<file path="src/rtl/param_alu_if.sv">
// Operand/result handshake bundle for param_alu_pipe.
// The master drives operands and consumes results; the slave is the ALU.
interface param_alu_if #(
  parameter int WIDTH = 4
);
  logic             in_valid;
  logic             in_ready;
  logic [2:0]       op;
  logic [WIDTH-1:0] a;
  logic [WIDTH-1:0] b;
  logic             out_valid;
  logic             out_ready;
  logic [WIDTH-1:0] result;
  logic             carry;
  logic             zero;
  logic             neg;
  logic             ovf;

  modport master (
    output in_valid, op, a, b, out_ready,
    input  in_ready, out_valid, result, carry, zero, neg, ovf
  );

  modport slave (
    input  in_valid, op, a, b, out_ready,
    output in_ready, out_valid, result, carry, zero, neg, ovf
  );
endinterface

</file>
<file path="src/rtl/param_alu_pipe.sv">
// WIDTH-bit ALU with one registered output stage and valid/ready on both sides.
// Define ALU_ACCUM_EN to add the accumulator register and the ACC_ADD/ACC_CLR ops.
module param_alu_pipe #(
  parameter int WIDTH = 4
) (
  input logic        clk,
  input logic        rst,
  param_alu_if.slave bus
);
  localparam logic [2:0] OP_ADD     = 3'd0;
  localparam logic [2:0] OP_SUB     = 3'd1;
  localparam logic [2:0] OP_XOR     = 3'd2;
  localparam logic [2:0] OP_AND     = 3'd3;
  localparam logic [2:0] OP_OR      = 3'd4;
  localparam logic [2:0] OP_PASSB   = 3'd5;
  localparam logic [2:0] OP_ACC_ADD = 3'd6;
  localparam logic [2:0] OP_ACC_CLR = 3'd7;

  logic             out_valid_q;
  logic [WIDTH-1:0] result_q;
  logic             carry_q;
  logic             zero_q;
  logic             neg_q;
  logic             ovf_q;

  logic             accept;
  logic [WIDTH-1:0] x;
  logic [WIDTH-1:0] y;
  logic             cin;
  logic [WIDTH:0]   sum;
  logic             arith;
  logic [WIDTH-1:0] res_d;
  logic             carry_d;
  logic             ovf_d;

`ifdef ALU_ACCUM_EN
  logic [WIDTH-1:0] acc_q;
`endif

  // Handshake: a transfer happens on a rising edge where valid && ready.
  // in_ready = !out_valid || out_ready, so a full register can drain and refill
  // on the same edge; while stalled, result/flags/out_valid hold.
  assign bus.in_ready = !out_valid_q || bus.out_ready;
  assign accept       = bus.in_valid && bus.in_ready;

  // Shared adder; SUB feeds ~b with carry-in so carry reads as no-borrow.
  always_comb begin
    x   = bus.a;
    y   = bus.b;
    cin = 1'b0;
    case (bus.op)
      OP_SUB: begin
        y   = ~bus.b;
        cin = 1'b1;
      end
`ifdef ALU_ACCUM_EN
      OP_ACC_ADD: x = acc_q;
`endif
      default: ;
    endcase
    sum = {1'b0, x} + {1'b0, y} + {{WIDTH{1'b0}}, cin};
  end

  always_comb begin
    res_d = '0;
    arith = 1'b0;
    case (bus.op)
      OP_ADD, OP_SUB: begin
        res_d = sum[WIDTH-1:0];
        arith = 1'b1;
      end
      OP_XOR:   res_d = bus.a ^ bus.b;
      OP_AND:   res_d = bus.a & bus.b;
      OP_OR:    res_d = bus.a | bus.b;
      OP_PASSB: res_d = bus.b;
`ifdef ALU_ACCUM_EN
      OP_ACC_ADD: begin
        res_d = sum[WIDTH-1:0];
        arith = 1'b1;
      end
`endif
      default:  res_d = '0;
    endcase
    carry_d = arith && sum[WIDTH];
    ovf_d   = arith && (x[WIDTH-1] == y[WIDTH-1]) && (sum[WIDTH-1] != x[WIDTH-1]);
  end

  always_ff @(posedge clk or posedge rst) begin
    if (rst) begin
      out_valid_q <= 1'b0;
      result_q    <= '0;
      carry_q     <= 1'b0;
      zero_q      <= 1'b0;
      neg_q       <= 1'b0;
      ovf_q       <= 1'b0;
    end else if (accept) begin
      out_valid_q <= 1'b1;
      result_q    <= res_d;
      carry_q     <= carry_d;
      zero_q      <= (res_d == '0);
      neg_q       <= res_d[WIDTH-1];
      ovf_q       <= ovf_d;
    end else if (bus.out_ready) begin
      out_valid_q <= 1'b0;
    end
  end

`ifdef ALU_ACCUM_EN
  always_ff @(posedge clk or posedge rst) begin
    if (rst) begin
      acc_q <= '0;
    end else if (accept && bus.op == OP_ACC_ADD) begin
      acc_q <= res_d;
    end else if (accept && bus.op == OP_ACC_CLR) begin
      acc_q <= '0;
    end
  end
`endif

  assign bus.out_valid = out_valid_q;
  assign bus.result    = result_q;
  assign bus.carry     = carry_q;
  assign bus.zero      = zero_q;
  assign bus.neg       = neg_q;
  assign bus.ovf       = ovf_q;
endmodule

</file>
<file path="src/flat_wrapper.sv">
// flat-port wrapper written by rule: the top's interface ports become plain ports
module param_alu_pipe_flat 
#(
  parameter int WIDTH = 4
)
  (clk, rst, bus_in_valid, bus_op, bus_a, bus_b, bus_out_ready, bus_in_ready, bus_out_valid, bus_result, bus_carry, bus_zero, bus_neg, bus_ovf);
  param_alu_if #(.WIDTH(WIDTH)) bus_i ();
  input logic clk;
  input logic rst;
  input wire logic [$bits(bus_i.in_valid)-1:0] bus_in_valid;
  input wire logic [$bits(bus_i.op)-1:0] bus_op;
  input wire logic [$bits(bus_i.a)-1:0] bus_a;
  input wire logic [$bits(bus_i.b)-1:0] bus_b;
  input wire logic [$bits(bus_i.out_ready)-1:0] bus_out_ready;
  output wire logic [$bits(bus_i.in_ready)-1:0] bus_in_ready;
  output wire logic [$bits(bus_i.out_valid)-1:0] bus_out_valid;
  output wire logic [$bits(bus_i.result)-1:0] bus_result;
  output wire logic [$bits(bus_i.carry)-1:0] bus_carry;
  output wire logic [$bits(bus_i.zero)-1:0] bus_zero;
  output wire logic [$bits(bus_i.neg)-1:0] bus_neg;
  output wire logic [$bits(bus_i.ovf)-1:0] bus_ovf;
  assign bus_i.in_valid = bus_in_valid;
  assign bus_i.op = bus_op;
  assign bus_i.a = bus_a;
  assign bus_i.b = bus_b;
  assign bus_i.out_ready = bus_out_ready;
  assign bus_in_ready = bus_i.in_ready;
  assign bus_out_valid = bus_i.out_valid;
  assign bus_result = bus_i.result;
  assign bus_carry = bus_i.carry;
  assign bus_zero = bus_i.zero;
  assign bus_neg = bus_i.neg;
  assign bus_ovf = bus_i.ovf;
  param_alu_pipe #(.WIDTH(WIDTH)) u_core (.clk(clk), .rst(rst), .bus(bus_i));
endmodule
</file>
<file path="config.mk">
export PLATFORM = sky130hd
export DESIGN_NAME = param_alu_pipe_flat
export DESIGN_NICKNAME = d
export VERILOG_FILES = /design/src/rtl/param_alu_if.sv /design/src/rtl/param_alu_pipe.sv /design/src/flat_wrapper.sv
export SDC_FILE = /design/constraint.sdc
export NUM_CORES = 1
export LEC_CHECK = 0
export CORE_MARGIN = 10
export CORE_UTILIZATION = 49
export DETAILED_ROUTE_END_ITERATION = 12
export PLACE_DENSITY = 0.92
export SETUP_SLACK_MARGIN = 0.5
export SYNTH_ARGS = -nofsm -noshare
export SYNTH_HDL_FRONTEND = slang
export SYNTH_SLANG_ARGS = --single-unit
</file>
<file path="constraint.sdc">
create_clock -name clk -period 3.5 [get_ports clk]
set_clock_uncertainty 0.05 [all_clocks]
set_input_delay 0.7 -clock clk [delete_from_list [all_inputs] [get_ports clk]]
set_output_delay 0.7 -clock clk [all_outputs]
set_load 0.005 [all_outputs]
</file>
==> results.yml, run 1 <==
setup_path:
  crit_required_ns: 3.61
  worstPathMaxFanout: 4
  cp_data_arrival_time_ns: 2.93
  crit_path_max_incr_delay_ns: 0.48
  path_cells: "clkdlybuf4s50_1 > inv_1 > nor2_2 > xnor2_1 > inv_1 > fa_1 > xor2_1 > nor2_1 > a211oi_2 > nand2_1 > o31ai_2"
  startpoint: "bus_op[0]"
  slowest_stage: "clkdlybuf4s50_1"
  reg2reg_from: "u_core.bus.out_valid"
  start_kind: "input port"
  cpMostUsedCell: "inv_1"
  crit_type: "input port to flip-flop"
  end_kind: "flip-flop"
global_route:
  grt_pass1_wl_microns: 3194
  grt_use_total_pct: 11.28
  grt_pass1_vias: 737
  grt_max_degree: 11
  antenna_found_initial: 0
  grt_remaining_overflow: 0
worst_hold_path:
  hp-class: "flip-flop to flip-flop"
  hold_path_startpoint: "u_core.bus.carry"
place:
  io_buffer_count: 24
  place_inst: 128
  place.gp.congestion: 0.8633
  post-dp-hpwl_microns: 1769
flow_run:
  maxCapViolCount: 0
synth:
  synth_seq_area_share_pct: 24.88
  yosysWarningCount: 0
  ys_top_cells_by_area: "dfrtp_1, ha_1, inv_1"
  syn_inst: 90
  synth-edff-count: 0
  synth_xor_area_share_pct: 6.532
  synth_cell_type_count: 35
  yosysTopAreaCellShare_pct: 24.88
  async_reset_ff_share_pct: 100.0
  synth_compound_area_share_pct: 22.40
  syn_area_sq_um: 804.5
  yosysTopAreaCell: "dfrtp_1"
  synth_nets: 117
  synth-main-ff-cell: "dfrtp_1"
  synth_adder_area_share_pct: 19.60
  ys_seq_elements: 8
  synth-simple-area-share_pct: 12.75
  synthMuxAreaShare_pct: 4.044
  synth_top_family_by_area: "compound AO/OA/AOI/OAI gates"
  avgSynthCellArea_sq_um: 8.939
cells_and_area:
  regArea_sq_um: 200.2
  area_growth_pct: 35.46
  drive_gt1_share_pct: 12.07
  final_common_cell: "clkdlybuf4s50_1"
  multi_input_area_sq_um: 530.5
  diodes: 0
  final_cells: 132
  fillers: 125
  nNetsFinal: 145
  most-common-layout-cells: "clkdlybuf4s50_1, inv_1, ha_1"
clocking:
  path_clk_slew_ns: 0.05
  cts_hold_buf: 0
  cts_max_level: 1
  clockRootBuffer: "clkbuf_4"
  clock_latency_ns: 0.25
  cts_buffer_depth: 2
  cts_tree: "done"
  clock-sinks: 8
  numCtsBuffers: 3
detailed_routing:
  routed_via_density: 5.674
  drtIter0Drc: 10
  wire_per_inst_microns: 15.33
  vias: 749
  post-route-drc-count: 0
  postRouteAntennaNets: 0
  drt_pass1_iterations: 4
  wl_microns: 2023
die:
  die_x_microns: 60.52
  start_util_pct: 52.79
  placementRows: 14
  dieArea_sq_um: 3663
  die_y_microns: 60.52
  core-area_sq_um: 1524
  ios: 25
timing:
  period_minus_slack_ns: 2.818
  maxSlewHeadroom_pct: 64.94
  rsz0062_at_grt: "false"
  tns_ns: 0
  maxSlewViolCount: 0
  fmaxAchievable_mhz: 354.8
  hold_violations: 0
  setup_viol: 0
  worst_pin_slew_ns: 0.5248
  min_period_over_period_pct: 80.52
pwr:
  peakVddDrop_mv: 0.1299
  power.total_mw: 0.3292
  powerDensity_nw_per_um2: 302.1
  p_leak_nw: 0.5256
outcome:
  status: "finished, final reports clean"
[path summary, 6_finish.rpt]
kind / to / slack [ns] / cells past startpoint
setup / recovery: u_core.bus.zero / 0.68 / 11
hold / removal: u_core.bus.carry / 0.43 / 2
setup reg to reg: u_core.bus.zero / 2.07 / 5
hold reg to reg: u_core.bus.carry / 0.43 / 2
max in group asynchronous: u_core.bus.result[3] / 2.54 / 2
min in group asynchronous: u_core.bus.zero / 0.64 / 2
[per-layer routing]
layer | global-route usage [%] | routed length [microns] | vias to the layer above
met3 | 4.384 | 198 | 4
met4 | 4.702 | 32 | 0
met5 | 0 | 0 | -
li1 | - | - | 365
met1 | 10.63 | 812 | 345
met2 | 21.18 | 980 | 35
[cell families (layout without fill, tap and decap cells)]
| kind of cell | after synthesis | after routing |
|---|---|---|
| XOR/XNOR | 6 | 6 |
| buffers and inverters | 18 | 44 |
| adder cells (fa/ha/maj) | 12 | 12 |
| AND/OR/NAND/NOR | 20 | 20 |
| multiplexers | 3 | 3 |
| AO/OA/AOI/OAI | 23 | 23 |
| flip-flops | 8 | 8 |
[flip-flops by register name (all words and copies together) (netlist names)]
register	cells
u_core.bus.result	4
u_core.bus.carry	1
u_core.bus.zero	1
u_core.bus.ovf	1
u_core.bus.out_valid	1
[cell usage after synthesis (2+ instances only)]
cell	count
nor2_1	5
mux2_2	2
nand2b_1	3
nand2_1	6
nor2b_1	2
ha_1	11
xor2_1	2
a21oi_1	5
a221oi_1	2
a221o_1	2
o21ai_0	2
clkbuf_1	2
inv_1	14
xnor2_1	4
dfrtp_1	8
[cell type report]
cell class	count	area share, %
well taps	16	1.837
flip-flops and latches	8	18.37
inverters	14	4.822
repair buffers	27	24.22
multi-input cells	64	48.68
clock buffers	3	2.067
[worst max-delay path, delay by kind of cell]
kind                     cells  cell delay, ns
adder cells (fa/ha/maj)      1            0.44
AND/OR/NAND/NOR              3            0.33
buffers and inverters        3            0.67
AO/OA/AOI/OAI                2            0.43
XOR/XNOR                     2            0.36
[what timing repair did]
| action | CTS | global route |
|---|---|---|
| setup buffers | 0 | 1 |
| pin swaps | 1 | 1 |
| gates resized for setup | 3 | 1 |
| endpoints found under the setup margin | 2 | 2 |
[power breakdown]
part | switching, mW | internal [mW] | leakage, nW
registers | 0.00755 | 0.106 | 0.100
logic | 0.0636 | 0.0826 | 0.412
clock network | 0.0304 | 0.0392 | 0.0138
total | 0.102 | 0.228 | 0.526
[through the flow]
| step | utilization (%) | hold WS [ns] | instance area (sq um) | setup slack (ns) |
|---|---|---|---|---|
| 6_report | 71.51 | 0.4318 | 1090 | 0.6817 |
| 5_1_grt | 71.51 | 0.4580 | 1090 | 0.5504 |
| 4_1_cts | 70.85 | 0.4380 | 1080 | 0.5420 |
| 3_5_place_dp | 69.13 | 0.4262 | 1054 | 0.1024 |
| 3_3_place_gp | 69.13 | 0.4128 | 1054 | 0.2348 |
| 2_1_floorplan | - | 0.4173 | 804.5 | 0.7295 |
No activity file was read; power rests on OpenSTA's default activity.
==> inputs of run 2 (changes only) <==
CORE_UTILIZATION = 41   (was 49)
PLACE_DENSITY = 0.84   (was 0.92)
clock period = 2.4 ns   (was 3.5 ns; I/O delays follow)
==> run 2 against run 1 <==
Compared with the run above: worst hold slack worse by 0.0080 ns; clock-buffer cell count unchanged; non-clock buffer count grew 18; register-to-register slack got worse by 0.92 ns; first-iteration DRC count is 40% lower; total power is 61% higher; die area is 13% higher; sequential power up 47%; critical endpoint is now u_core.bus.result[3]; largest cell class unchanged.
==> results.yml, run 2 (synthesis gave the netlist of run 1 again) <==
pwr:
  p_switching_mw: 0.1633
  internal_power_mw: 0.3677
  power.total_mw: 0.5310
  powerDensity_nw_per_um2: 404.2
  peakVddDrop_mv: 0.2055
  p_sw_share_pct: 30.75
  power.combinational.fraction_pct: 50.2
  p_leak_nw: 0.6514
  seqPwrFrac_pct: 31.3
  p_clk_share_pct: 18.5
clocking:
  clock_latency_ns: 0.25
  cts_max_level: 1
  cts_buffer_depth: 2
  cts_tree: "done"
  clockRootBuffer: "clkbuf_4"
  cts_hold_buf: 0
  path_clk_slew_ns: 0.05
  numCtsBuffers: 3
  clock-sinks: 8
cells_and_area:
  most-common-layout-cells: "buf_4, clkdlybuf4s50_1, inv_1"
  area_growth_pct: 63.30
  final_common_cell: "buf_4"
  fin_util_pct: 72.92
  final_cells: 159
  drive_gt1_share_pct: 36.57
  nNetsFinal: 163
  largest_reg_flops: 4
  diodes: 0
  fin_area_sq_um: 1314
detailed_routing:
  wire_per_inst_microns: 13.65
  drt_pass1_iterations: 4
  met3_length_microns: 124
  m1WireLength_microns: 918
  routed.top_layer: "met4"
  routed_via_density: 4.925
  drtIter0Drc: 6
  wl_microns: 2170
  wl_met2_microns: 1110
  post-route-drc-count: 0
  vias: 783
  postRouteAntennaNets: 0
setup_path:
  crit_required_ns: 2.48
  cpMostUsedCell: "o22ai_2"
  r2r_slack_ns: 1.15
  r2r.worst_path.cells: 4
  start_kind: "input port"
  crit_type: "input port to flip-flop"
  path_cells: "buf_6 > or2_4 > nor2_4 > xnor2_2 > ha_4 > a211o_1 > o22ai_2 > xor2_1 > o22ai_2 > mux2_4"
  worstPathMaxFanout: 4
  r2r_end: "u_core.bus.result[0]"
  startpoint: "bus_op[2]"
  reg2reg_from: "u_core.bus.out_valid"
  end_kind: "flip-flop"
  crit_path_max_incr_delay_ns: 0.28
  crit_end: "u_core.bus.result[3]"
  cp_data_arrival_time_ns: 2.40
  slowest_stage: "mux2_4"
place:
  io_buffer_count: 24
  post-dp-hpwl_microns: 1854
  placed_cell_area_sq_um: 1217
  place_inst: 154
  place.gp.congestion: 0.8097
timing:
  min_period_over_period_pct: 96.63
  maxSlewHeadroom_pct: 70.48
  worst_pin_slew_ns: 0.4419
  fmaxAchievable_mhz: 431.2
  period_minus_slack_ns: 2.319
  hold_violations: 0
  maxSlewViolCount: 0
  tns_ns: 0
  setup_viol: 0
  rsz0062_at_grt: "true"
global_route:
  antenna_found_initial: 0
  grt_pass1_vias: 841
  grt_pass1_wl_microns: 3663
  grt_max_degree: 10
  grt_remaining_overflow: 0
  grt_use_total_pct: 10.55
die:
  die_x_microns: 64.30
  die_y_microns: 64.30
  core-area_sq_um: 1802
  dieArea_sq_um: 4134
  placementRows: 15
  ios: 25
  start_util_pct: 44.65
outcome:
  status: "finished, final reports clean"
worst_hold_path:
  hp-class: "input port to async pin"
flow_run:
  maxCapViolCount: 0
-- run 2: cell count changes in the layout (fill, tap and decap cells not counted), moves of 3 or more --
cell	delta
buf_4	+17
clkdlybuf4s50_1	-7
dlygate4sd2_1	+5
inv_1	-4
inv_2	+4
buf_6	+3
xnor2_1	-3
xnor2_2	+3
-- run 2: cell type report --
cell class / instances / area, sq um
inverters: 14 / 52.55
fillers: 140 / 488.0
flip-flops and latches: 8 / 200.2
well taps: 25 / 31.28
repair buffers: 45 / 399.1
clock buffers: 3 / 22.52
multi-input cells: 64 / 608.1
-- run 2: layer usage --
metal  vias to the layer above  GRT usage [%]
met1                       362          10.95
met2                        23          19.83
met4                         0          2.406
met5                         -              0
met3                         3          3.484
li1                        395              -
-- run 2: how the worst min path moves through the flow --
stage,from,endpoint,slack [ns],cells after the start
after floorplan,rst,u_core.bus.carry,0.25,1
after global placement,u_core.bus.result[1],u_core.bus.result[1],0.41,2
after detailed placement,u_core.bus.carry,u_core.bus.carry,0.42,2
after CTS,u_core.bus.carry,u_core.bus.carry,0.43,2
after global routing,u_core.bus.ovf,u_core.bus.ovf,0.45,2
final,rst,u_core.bus.result[1],0.42,2
-- run 2: through the flow --
step	hold WS (ns)	setup WS, ns
floorplan	0.2457	-0.02352
global placement	0.4127	-0.4279
detailed placement	0.4221	-0.5456
CTS	0.4333	0.05591
global route	0.4523	0.01359
finish	0.4238	0.08078
-- run 2: power by group through the flow --
| stage | Clock [mW] | Combinational, mW | Sequential [mW] |
|---|---|---|---|
| finish | 0.0982 | 0.266 | 0.166 |
| global route | 0.109 | 0.292 | 0.169 |
| CTS | 0.0999 | 0.265 | 0.166 |
| detailed placement | 0 | 0.245 | 0.168 |
| global placement | 0 | 0.236 | 0.166 |
| floorplan | 0 | 0.118 | 0.169 |
-- run 2: timing repair --
| item | 4_1_cts | 5_1_grt |
|---|---|---|
| setup buffers | 2 | 0 |
| setup endpoints to repair | 8 | 8 |
| resized for setup | 30 | 4 |
| pin swaps | 11 | 10 |
-- run 2: critical path, delay by kind of cell --
family	cells	cell delay, ns
fa+ha+maj	1	0.17
simple gates	2	0.44
buf+inv	1	0.09
xor+xnor	2	0.36
mux	1	0.28
compound gates	3	0.59
==> inputs of run 3 (changes only) <==
CORE_MARGIN = 2   (was 10)
CTS_CLUSTER_DIAMETER = 200   (was default)
SLEW_MARGIN = 20   (was default)
==> run 3 against run 2 <==
Compared with the run above: non-clock buffer count is 2 higher; setup slack better by 0.056 ns; critical path depth stayed put; global-route usage is 9.5 points higher; total power is 2.5% higher; cell area is 1.8% higher; clock power hardly changed; fmax is 2.5% higher; combinational power is 5% higher; first-iteration DRC count is 120% higher; worst hold slack better by 0.0016 ns; critical path type unchanged; largest cell class unchanged; largest power group unchanged; highest routed layer unchanged.
==> results.yml, run 3 (synthesis gave the netlist of run 1 again) <==
cells_and_area:
  diodes: 0
  most-common-layout-cells: "buf_4, clkdlybuf4s50_1, inv_1"
  largest_reg_flops: 4
  nNetsFinal: 165
  fin_util_pct: 70.33
  drive_gt1_share_pct: 41.18
  area_growth_pct: 66.25
  final_common_cell: "buf_4"
timing:
  rsz0062_at_grt: "true"
  maxSlewHeadroom_pct: 69.76
  period_minus_slack_ns: 2.264
  holdWs_ns: 0.4254
  maxSlewViolCount: 0
  worst_pin_slew_ns: 0.4526
  min_period_over_period_pct: 94.32
  setup_viol: 0
  hold_violations: 0
  fmaxAchievable_mhz: 441.8
clocking:
  path_clk_slew_ns: 0.05
  clock-sinks: 8
  clockRootBuffer: "clkbuf_4"
  cts_max_level: 1
  numCtsBuffers: 3
  cts_buffer_depth: 2
  clock_latency_ns: 0.25
  cts_tree: "done"
  cts_hold_buf: 0
pwr:
  powerDensity_nw_per_um2: 407.0
  p_leak_nw: 0.6547
  peakVddDrop_mv: 0.2232
die:
  start_util_pct: 42.30
  core-area_sq_um: 1902
  placementRows: 16
  ios: 25
  die_x_microns: 48.30
  dieArea_sq_um: 2332
  die_y_microns: 48.30
worst_hold_path:
  hp-class: "input port to async pin"
place:
  io_buffer_count: 24
  post-dp-hpwl_microns: 1692
  place.gp.congestion: 0.8264
detailed_routing:
  post-route-drc-count: 0
  wl_microns: 2055
  vias: 800
  wire_per_inst_microns: 12.61
  drtIter0Drc: 13
  drt_pass1_iterations: 4
  routed_via_density: 4.908
  postRouteAntennaNets: 0
global_route:
  grt_use_total_pct: 20.09
  antenna_found_initial: 0
  grt_pass1_wl_microns: 3187
  grt_remaining_overflow: 0
  grt_pass1_vias: 786
  grt_max_degree: 10
setup_path:
  end_kind: "flip-flop"
  start_kind: "input port"
  crit_required_ns: 2.49
  worstPathMaxFanout: 3
  crit_type: "input port to flip-flop"
  cp_data_arrival_time_ns: 2.35
flow_run:
  maxCapViolCount: 0
outcome:
  status: "finished, final reports clean"
[run 3: layer usage]
metal	up-vias	global-route usage, %	routed length (microns)
met5	-	0	0
met3	2	1.852	110
met1	366	19.14	751
li1	406	-	-
met2	26	41.84	1172
met4	0	8.649	20
[run 3: area by class of cell]
cell class / instances / area [sq um]
Multi-Input combinational cell: 64 / 616.8
Fill cell: 157 / 564.3
Timing Repair Buffer: 47 / 411.6
Clock buffer: 3 / 22.52
Tap cell: 27 / 33.78
Inverter: 14 / 52.55
Sequential cell: 8 / 200.2
[run 3: critical path, cell delays in order]
cell and delay [ns]:
buf_6 0.09, or2_4 0.25, nor2_4 0.17, xnor2_2 0.15
ha_2 0.30, o21a_1 0.19, o22ai_2 0.13, xor2_1 0.18
o22ai_2 0.12, mux2_4 0.28
[run 3: timing repair]
item	4_1_cts	5_1_grt
setup buffers	4	0
endpoints found under the hold margin	0	0
pin swaps	13	9
setup endpoints to repair	8	6
gates resized for setup	31	6
[run 3: path summary, 6_finish.rpt]
path                       slack (ns)  cells after the start            startpoint              endpoint
setup reg to reg                 1.14                      4  u_core.bus.out_valid  u_core.bus.result[0]
hold reg to reg                  0.43                      2  u_core.bus.result[1]  u_core.bus.result[1]
min in group clk                 0.43                      2  u_core.bus.result[1]  u_core.bus.result[1]
setup / recovery                 0.14                     10             bus_op[2]  u_core.bus.result[3]
hold / removal                   0.43                      2                   rst       u_core.bus.zero
max in group asynchronous        1.65                      2                   rst      u_core.bus.carry
[run 3: report_power, final]
part	switching, mW	leakage, nW	internal, mW	total, mW
logic	0.113	0.541	0.164	0.278
clock network	0.0435	0.0138	0.0571	0.101
registers	0.0116	0.100	0.155	0.166
total	0.168	0.655	0.376	0.544
[run 3: through the flow]
step	area (sq um)	instances	setup TNS, ns	setup WS [ns]	total power, mW
after CTS	1316	163	0	0.1328	0.5392
after floorplan	839.6	90	-0.02352	-0.02352	0.2872
after detailed placement	1220	156	-2.087	-0.4920	0.4117
after global routing	1338	163	0	0.06001	0.5775
after global placement	1220	156	-1.681	-0.4246	0.3998
final	1338	163	0	0.1363	0.5443
